===== src/rtl/aes_pkg.sv =====
// Shared widths, FSM state encoding and word byte-swap helper for the AXI-Stream block packer.
package aes_pkg;

  localparam int unsigned WORD_S        = 32;
  localparam int unsigned BLK_S         = 128;
  localparam int unsigned WORDS_PER_BLK = 4;
  localparam int unsigned CNT_W         = 2;

  typedef enum logic [1:0] {
    CMD  = 2'd0,
    PACK = 2'd1,
    DONE = 2'd2
  } state_t;

  // Reverse byte order of one stream word.
  function automatic logic [WORD_S-1:0] byte_swap(input logic [WORD_S-1:0] w);
    return {w[7:0], w[15:8], w[23:16], w[31:24]};
  endfunction

endpackage


===== src/rtl/blk_word_packer.sv =====
// Packs stream words MSW-first into a 128-bit block with zero-fill on early end.
// Build option: AXIS_BYTE_SWAP_EN byte-reverses each data word before packing.
module blk_word_packer
  import aes_pkg::*;
(
  input  logic              clk,
  input  logic              rst_n,
  input  logic              word_en,
  input  logic [WORD_S-1:0] word,
  input  logic              last,
  input  logic              clr,
  output logic [BLK_S-1:0]  blk_c,
  output logic              last_slot_c
);

  logic [WORD_S-1:0]       word_in;
  logic [BLK_S-WORD_S-1:0] sr;
  logic [CNT_W-1:0]        count;

`ifdef AXIS_BYTE_SWAP_EN
  assign word_in = byte_swap(word);
`else
  assign word_in = word;
`endif

  assign last_slot_c = (count == CNT_W'(WORDS_PER_BLK - 1));

  // Earlier words sit in the shift register; the current word closes the block.
  always_comb begin
    blk_c = '0;
    case (count)
      2'd0:    blk_c = {word_in, (BLK_S-WORD_S)'(0)};
      2'd1:    blk_c = {sr[WORD_S-1:0], word_in, (BLK_S-2*WORD_S)'(0)};
      2'd2:    blk_c = {sr[2*WORD_S-1:0], word_in, WORD_S'(0)};
      default: blk_c = {sr, word_in};
    endcase
  end

  always_ff @(posedge clk or negedge rst_n) begin
    if (!rst_n) begin
      sr    <= '0;
      count <= '0;
    end else if (clr) begin
      sr    <= '0;
      count <= '0;
    end else if (word_en) begin
      if (last || last_slot_c) begin
        sr    <= '0;
        count <= '0;
      end else begin
        sr    <= {sr[BLK_S-2*WORD_S-1:0], word_in};
        count <= count + CNT_W'(1);
      end
    end
  end

endmodule


===== src/rtl/axis_blk_packer.sv =====
// Accepts a command word plus data words from a DMA stream and emits 128-bit blocks to a FIFO.
// Build option: AXIS_BYTE_SWAP_EN (handled in blk_word_packer) byte-reverses data words.
module axis_blk_packer
  import aes_pkg::*;
(
  input  logic              clk,
  input  logic              reset,
  input  logic [WORD_S-1:0] s_axis_tdata,
  input  logic              s_axis_tvalid,
  input  logic              s_axis_tlast,
  output logic              s_axis_tready,
  output logic [WORD_S-1:0] aes_cmd,
  output logic [BLK_S-1:0]  in_fifo_write_tdata,
  output logic              in_fifo_write_tvalid,
  input  logic              in_fifo_write_tready,
  output logic              axis_slave_done,
  input  logic              processing_done,
  output logic              pkt_err
);

  state_t             state;
  logic               word_en;
  logic               clr;
  logic               blk_end;
  logic               last_slot_c;
  logic [BLK_S-1:0]   blk_c;

  assign word_en = (state == PACK) && s_axis_tvalid && s_axis_tready;
  assign clr     = (state == DONE) && axis_slave_done && processing_done;
  assign blk_end = last_slot_c || s_axis_tlast;

  blk_word_packer u_packer (
    .clk         (clk),
    .rst_n       (reset),
    .word_en     (word_en),
    .word        (s_axis_tdata),
    .last        (s_axis_tlast),
    .clr         (clr),
    .blk_c       (blk_c),
    .last_slot_c (last_slot_c)
  );

  // Packet FSM; tready is registered, so each branch sets the value for the next cycle.
  always_ff @(posedge clk or negedge reset) begin
    if (!reset) begin
      state                <= CMD;
      s_axis_tready        <= 1'b0;
      aes_cmd              <= '0;
      in_fifo_write_tdata  <= '0;
      in_fifo_write_tvalid <= 1'b0;
      axis_slave_done      <= 1'b0;
      pkt_err              <= 1'b0;
    end else begin
      case (state)
        CMD: begin
          s_axis_tready <= 1'b1;
          if (s_axis_tvalid && s_axis_tready) begin
            aes_cmd <= s_axis_tdata;
            if (s_axis_tlast) begin
              pkt_err       <= 1'b1;
              s_axis_tready <= 1'b0;
              state         <= DONE;
            end else begin
              state <= PACK;
            end
          end
        end

        PACK: begin
          if (word_en) begin
            if (blk_end) begin
              in_fifo_write_tdata  <= blk_c;
              in_fifo_write_tvalid <= 1'b1;
              s_axis_tready        <= 1'b0;
              if (s_axis_tlast) begin
                state <= DONE;
                if (!last_slot_c) pkt_err <= 1'b1;
              end
            end
          end else if (in_fifo_write_tvalid && in_fifo_write_tready) begin
            in_fifo_write_tvalid <= 1'b0;
            s_axis_tready        <= 1'b1;
          end else begin
            s_axis_tready <= !in_fifo_write_tvalid;
          end
        end

        DONE: begin
          s_axis_tready <= 1'b0;
          if (in_fifo_write_tvalid && in_fifo_write_tready) in_fifo_write_tvalid <= 1'b0;
          if (axis_slave_done) begin
            if (processing_done) begin
              axis_slave_done <= 1'b0;
              pkt_err         <= 1'b0;
              s_axis_tready   <= 1'b1;
              state           <= CMD;
            end
          end else if (!in_fifo_write_tvalid || in_fifo_write_tready) begin
            axis_slave_done <= 1'b1;
          end
        end

        default: begin
          s_axis_tready <= 1'b0;
          state         <= CMD;
        end
      endcase
    end
  end

endmodule


===== config.mk =====
export PLATFORM = sky130hd
export DESIGN_NAME = axis_blk_packer
export DESIGN_NICKNAME = d
export VERILOG_FILES = /design/src/rtl/aes_pkg.sv /design/src/rtl/blk_word_packer.sv /design/src/rtl/axis_blk_packer.sv
export SDC_FILE = /design/constraint.sdc
export NUM_CORES = 1
export LEC_CHECK = 0
export ABC_AREA = 0
export BUFFER_PORTS_ARGS = -buffer_cell sky130_fd_sc_hd__buf_2
export CORE_MARGIN = 2
export CORE_UTILIZATION = 50
export CTS_BUF_LIST = sky130_fd_sc_hd__clkbuf_2
export DETAILED_ROUTE_END_ITERATION = 7
export PLACE_DENSITY_LB_ADDON = 0.15
export SLEW_MARGIN = 15
export SYNTH_ARGS = -nofsm -noshare
export SYNTH_HDL_FRONTEND = slang
export SYNTH_SLANG_ARGS = --single-unit

===== constraint.sdc =====
create_clock -name clk -period 1.95 [get_ports clk]
set_clock_uncertainty 0.1 [all_clocks]
set_input_delay 0.195 -clock clk [delete_from_list [all_inputs] [get_ports clk]]
set_output_delay 0.195 -clock clk [all_outputs]
set_load 0.005 [all_outputs]

# Yosys cells after proc, flatten, opt, wreduce, memory -nomap -nowiden
# Cells that the tools add are included.
# W data, S select, Z words.
# op_classes
n_eq_ne	14
mux	39
n_reduce_logical	19
add_sub_neg	1
# op_table
cell	n
$pmux W128 S3	1
$mux W96	3
$mux W1	21
$mux W2	10
$ne A2 B2 Y1 const B	7
$reduce_and A9 Y1	1
$eq A2 B2 Y1 const B	3
$logic_and A1 B1 Y1	6
$pmux W1 S3	2
$pmux W2 S3	1
$reduce_and A6 Y1	1
$eq A2 B1 Y1 const B	2
$logic_not A2 Y1	2
$reduce_and A2 Y1	2
$reduce_bool A2 Y1	2
$ne A3 B3 Y1 const B	1
$reduce_and A3 Y1	1
$reduce_bool A3 Y1	1
$add A2 B1 Y2 const B	1
$logic_or A1 B1 Y1	2
$ne A2 B1 Y1 const B	1
$pmux W1 S2	1
$logic_not A1 Y1	1
# totals
out_inout_bits	164
word_cells	82
input_bits	38
reg_bits	264

# Longest topological paths before layout
# depth
word_depth	6
ltp_mapped	9
mapped_depth_nobuf	6

# Modules after synthesis
# Synthesis repeated with hierarchy kept, for this count alone.
# hier_totals
cells_unflattened	907
area_unflattened_um2	12369.4
# modules_own_cells
module	seq_area_each_um2	cells_each	n_inst	area_each_um2
axis_blk_packer	4154.0	382	1	6941.7
blk_word_packer	2452.4	525	1	5427.7

# Least setup slack after synthesis
# Ideal clock, no wire load.
# synth_path
path_kind	register to register
startpoint	register state[0]
endpoint	register u_packer.sr[65]
stages_incl_launch_ff	9
synth_period_minus_slack_ns	1.899
required_time_ns	1.785
arrival_ns	1.734
setup_slack_ns	0.051
n_path_buf	3
setup_time_ns	0.065
path_cell_list	dfrtp_1 inv_1 ha_1 and3_1 buf_2 nor2_1 buf_2 buf_2 a22o_1
# synth_via
elab_chain_cells	4
elab_cells_between_ends	8
classes_between	2 x eq/ne; 1 x mux; 5 x reduce/logical
# synth_lines
element	line	rtl
start: declaration	axis_blk_packer.sv:21	state_t state;
start signal: assignment	axis_blk_packer.sv:46	state <= CMD;
start signal: assignment	axis_blk_packer.sv:62	state <= DONE;
start signal: assignment	axis_blk_packer.sv:64	state <= PACK;
$eq A2 B2 Y1 or $eq A2 B1 Y1 (tied branches)	axis_blk_packer.sv:29, axis_blk_packer.sv:28	
$logic_and A1 B1 Y1, on equally long branches (2 in a row)	axis_blk_packer.sv:29, axis_blk_packer.sv:28	
$mux W96 or $reduce_bool A2 Y1 (tied branches)	--	
end signal: assignment	blk_word_packer.sv:51	sr <= {sr[BLK_S-2*WORD_S-1:0], word_in};
end: declaration	blk_word_packer.sv:17	logic [BLK_S-WORD_S-1:0] sr;
# Parallel ways exist; a longest one is shown, timed or not.
# A chain may end at the register's enable or synchronous reset.

# Final worst setup path
# layout_path
startpoint	register u_packer.count[0]
endpoint	register u_packer.sr[57]
# layout_via
elab_chain_cells	5
# layout_lines
element	line	rtl
start: declaration	blk_word_packer.sv:18	logic [CNT_W-1:0] count;
start signal: assignment	blk_word_packer.sv:52	count <= count + CNT_W'(1);
$eq A2 B2 Y1	blk_word_packer.sv:26	assign last_slot_c = (count == CNT_W'(WORDS_PER_BLK - 1));
$logic_or A1 B1 Y1	blk_word_packer.sv:47	if (last || last_slot_c) begin
$mux W96	blk_word_packer.sv:47	
$mux W96	blk_word_packer.sv:46	end else if (word_en) begin
$mux W96	blk_word_packer.sv:43	end else if (clr) begin
# No other way between the ends. The select of a mux whose other input is x is not followed.

==> impl_metrics.py <==
metrics = {
    "run_status": {
        "outcome": "finished clean",
    },
    "detailed_routing": {
        "postRouteAntennaNets": 0,
        "num_vias": 9345,
        "firstDrtPassIters": 7,
        "top_layer_used": "met4",
        "dr_wl_met2_mm": 14.17,
        "via_per_inst": 5.674,
        "met1_length_mm": 13.04,
        "avgRoutedWirePerCell_um": 17.85,
        "met3_length_mm": 1.766,
        "wirelength_mm": 29.40,
        "drt_iter0_markers": 859,
        "drcViolationCount": 0,
    },
    "cts": {
        "clkTransAtPathRegs_ns": 0.09,
        "htree_levels": 3,
        "clk_path_buf_depth": 3,
        "numCtsBuffers": 71,
        "clock_latency_ns": 0.82,
        "cts-root-buf": "clkbuf_2",
        "cts_tree": "built",
        "cts_sinks": 264,
    },
    "yosys": {
        "synth-edff-count": 0,
        "synth_top_area_share_pct": 59.01,
        "synth_area_sq_mm": 0.01119,
        "ys.flop_type": "dfrtp_1",
        "ys_async_sr_fraction_pct": 100.0,
        "synth_nets": 1094,
        "yosysSeqAreaShare_pct": 59.01,
        "ys_types": 29,
        "synth_seq_cells": 264,
        "synthTopCellsByCount": "264 x dfrtp_1, 132 x nand2_1, 129 x a22o_1, 101 x nor2_1",
        "yosysMostFrequentCell": "dfrtp_1",
        "synth_top_area_cell": "dfrtp_1",
        "syn_avg_cell_area_sq_um": 10.68,
        "yosys_warnings": 0,
        "synth_area_leaders": "dfrtp_1 59%, a22o_1 10%, a21oi_1 4.4%",
        "synthCells": 1048,
    },
    "layout": {
        "final_layout_size_suffix_gt1_share_pct": 30.31,
        "area_delta_synth_final_pct": 25.93,
        "final_util_pct": 64.40,
        "fillCellCount": 1810,
        "final_area_sq_mm": 0.01410,
        "fin_nets": 1366,
        "stdcell_count": 1647,
    },
    "setup_path": {
        "slowest_delay_ns": 0.45,
        "worstPathRequired_ns": 2.57,
        "cp_max_fo": 10,
        "critPathKind": "flop to flop",
        "end_kind": "flop",
        "r2r_start": "u_packer.count[0]",
        "start_kind": "flop",
        "cpMaxStageDelayCell": "dfrtp_2",
        "worstSetupStartpoint": "u_packer.count[0]",
        "critPathArrivalTime_ns": 2.53,
        "cp_cell_sequence": "buf_4, ha_4, nor4_4, buf_6, buf_12, clkbuf_16, a22o_1",
    },
    "floorplan": {
        "dieArea_sq_mm": 0.02360,
        "coreArea_sq_mm": 0.02189,
        "num_io_pins": 202,
        "die_h_um": 153.6,
        "start_util_pct": 51.14,
        "die_x_um": 153.6,
        "row_count": 54,
    },
    "timing": {
        "whs_ns": 0.1243,
        "rsz0062_at_grt": "true",
        "tightest_slew_ns": 0.3444,
        "setup_tns_ns": 0,
        "fmax_mhz": 523.8,
        "final_max_slew_viol_count": 0,
        "hold_viol": 0,
        "setup_viol": 0,
        "slew-limit-headroom_pct": 77.04,
        "fin_crit_sh_pct": 97.90,
        "fin_ws_ns": 0.04096,
        "min_period_ns": 1.909,
    },
    "placed_design": {
        "io_buffer_count": 201,
        "place_hpwl_mm": 17.89,
        "pre_cts_ws_ns": -0.02327,
        "dpl_cell_area_sq_mm": 0.01284,
        "gp_congestion": 0.7859,
        "dp_cells": 1478,
    },
    "power": {
        "clockPowerShare_pct": 22.1,
        "p_comb_share_pct": 30.6,
        "peakVddDrop_mv": 0.6507,
        "seq_power_share_pct": 47.3,
        "switching_power_mw": 5.929,
        "switching_share_pct": 35.20,
        "total_power_mw": 16.84,
        "p_leak_nw": 7.066,
        "p_int_mw": 10.91,
        "power.density_mw_per_mm2": 1195,
    },
    "flow_run": {
        "cap_violations": 0,
    },
    "global_route": {
        "grt_pass1_vias": 8774,
        "grt_overflow_total": 0,
        "grt_max_degree": 71,
        "grtUsageTotal_pct": 24.03,
        "grt_pass1_wl_mm": 46.43,
        "antenna_found_initial": 1,
    },
    "hold_path": {
        "hold_path.class": "input pin to flop",
        "worstHoldStart": "s_axis_tdata[25]",
    },
}
logic make-up (layout without fill, tap and decap cells):
family | count (synthesis) | count (layout) | synth area share (%)
AO/OA/AOI/OAI | 398 | 398 | 24.47
adder cells (fa/ha/maj) | 8 | 8 | 0.8942
buffers and inverters | 101 | 419 | 3.700
flip-flops | 264 | 264 | 59.01
multiplexers | 34 | 34 | 3.398
other | 0 | 1 | 0
AND/OR/NAND/NOR | 243 | 243 | 8.528
sequential cells by signal (all words and copies together) (netlist names):
register	count
u_packer.sr	96
aes_cmd	32
axis_slave_done	1
in_fifo_write_tvalid	1
pkt_err	1
in_fifo_write_tdata	128
state	2
s_axis_tready	1
u_packer.count	2
worst paths after layout:
path	cells after the start	slack [ns]	end
setup / recovery	7	0.04	u_packer.sr[57]
hold / removal	3	0.12	in_fifo_write_tdata[25]
setup reg to reg	7	0.04	u_packer.sr[57]
hold reg to reg	2	0.38	in_fifo_write_tdata[74]
max in group asynchronous	4	1.00	in_fifo_write_tdata[122]
min in group asynchronous	4	0.45	in_fifo_write_tdata[70]
power groups by stage:
stage | registers [mW] | clock network [mW] | logic, mW
floorplan | 7.92 | 0 | 2.71
global placement | 8.01 | 0 | 4.85
detailed placement | 8.03 | 0 | 4.97
CTS | 7.94 | 3.85 | 5.08
global route | 8.18 | 4.16 | 5.71
finish | 7.96 | 3.73 | 5.16
timing repair:
| item | CTS | global route |
|---|---|---|
| hold buffers | 39 | 0 |
| buffers inserted | 0 | 5 |
| pin swaps | 0 | 6 |
| setup endpoints to repair | 5 | 179 |
| cloned | 0 | 5 |
| gates resized for setup | 5 | 19 |
| endpoints found under the hold margin | 499 | 0 |
layout make-up:
class	instances	area (sq um)	share of cell area (%)
Timing Repair Buffer	294	2250	15.96
Clock inverter	18	96.34	0.6834
Clock buffer	101	505.5	3.586
Sequential cell	264	6609	46.88
Antenna cell	1	2.502	0.01775
Tap cell	280	350.3	2.485
Inverter	6	22.52	0.1598
Multi-Input combinational cell	683	4262	30.23
layout by cell type (no fill, tap or decap), types with 3 or more instances in the layout:
cell type,instances
a22o_1,129
ha_4,3
a21oi_1,97
nand2_1,132
mux2_2,32
clkbuf_16,5
nor2_1,99
dfrtp_1,262
buf_12,21
ha_1,3
clkinv_1,11
buf_2,200
buf_8,3
buf_6,4
buf_16,3
dlygate4sd3_1,38
inv_2,5
a22oi_1,32
inv_1,5
buf_4,20
a222oi_1,33
clkbuf_2,101
o21ai_0,99
layer usage:
metal  GRT usage, %  vias to the layer above
met5              0                        -
met3          4.989                       36
li1               -                     4403
met1          34.27                     4569
met2          37.59                      337
met4          6.946                        0
critical path, delay by kind of cell, from the launching register on:
family | cells | cell delay (ns)
buffers and inverters | 4 | 0.64
DFF | 1 | 0.45
and+or+nand+nor | 1 | 0.31
adders and majority gates | 1 | 0.22
AOI/OAI and AO/OA | 1 | 0.11
(Power assumes the default switching activity.)
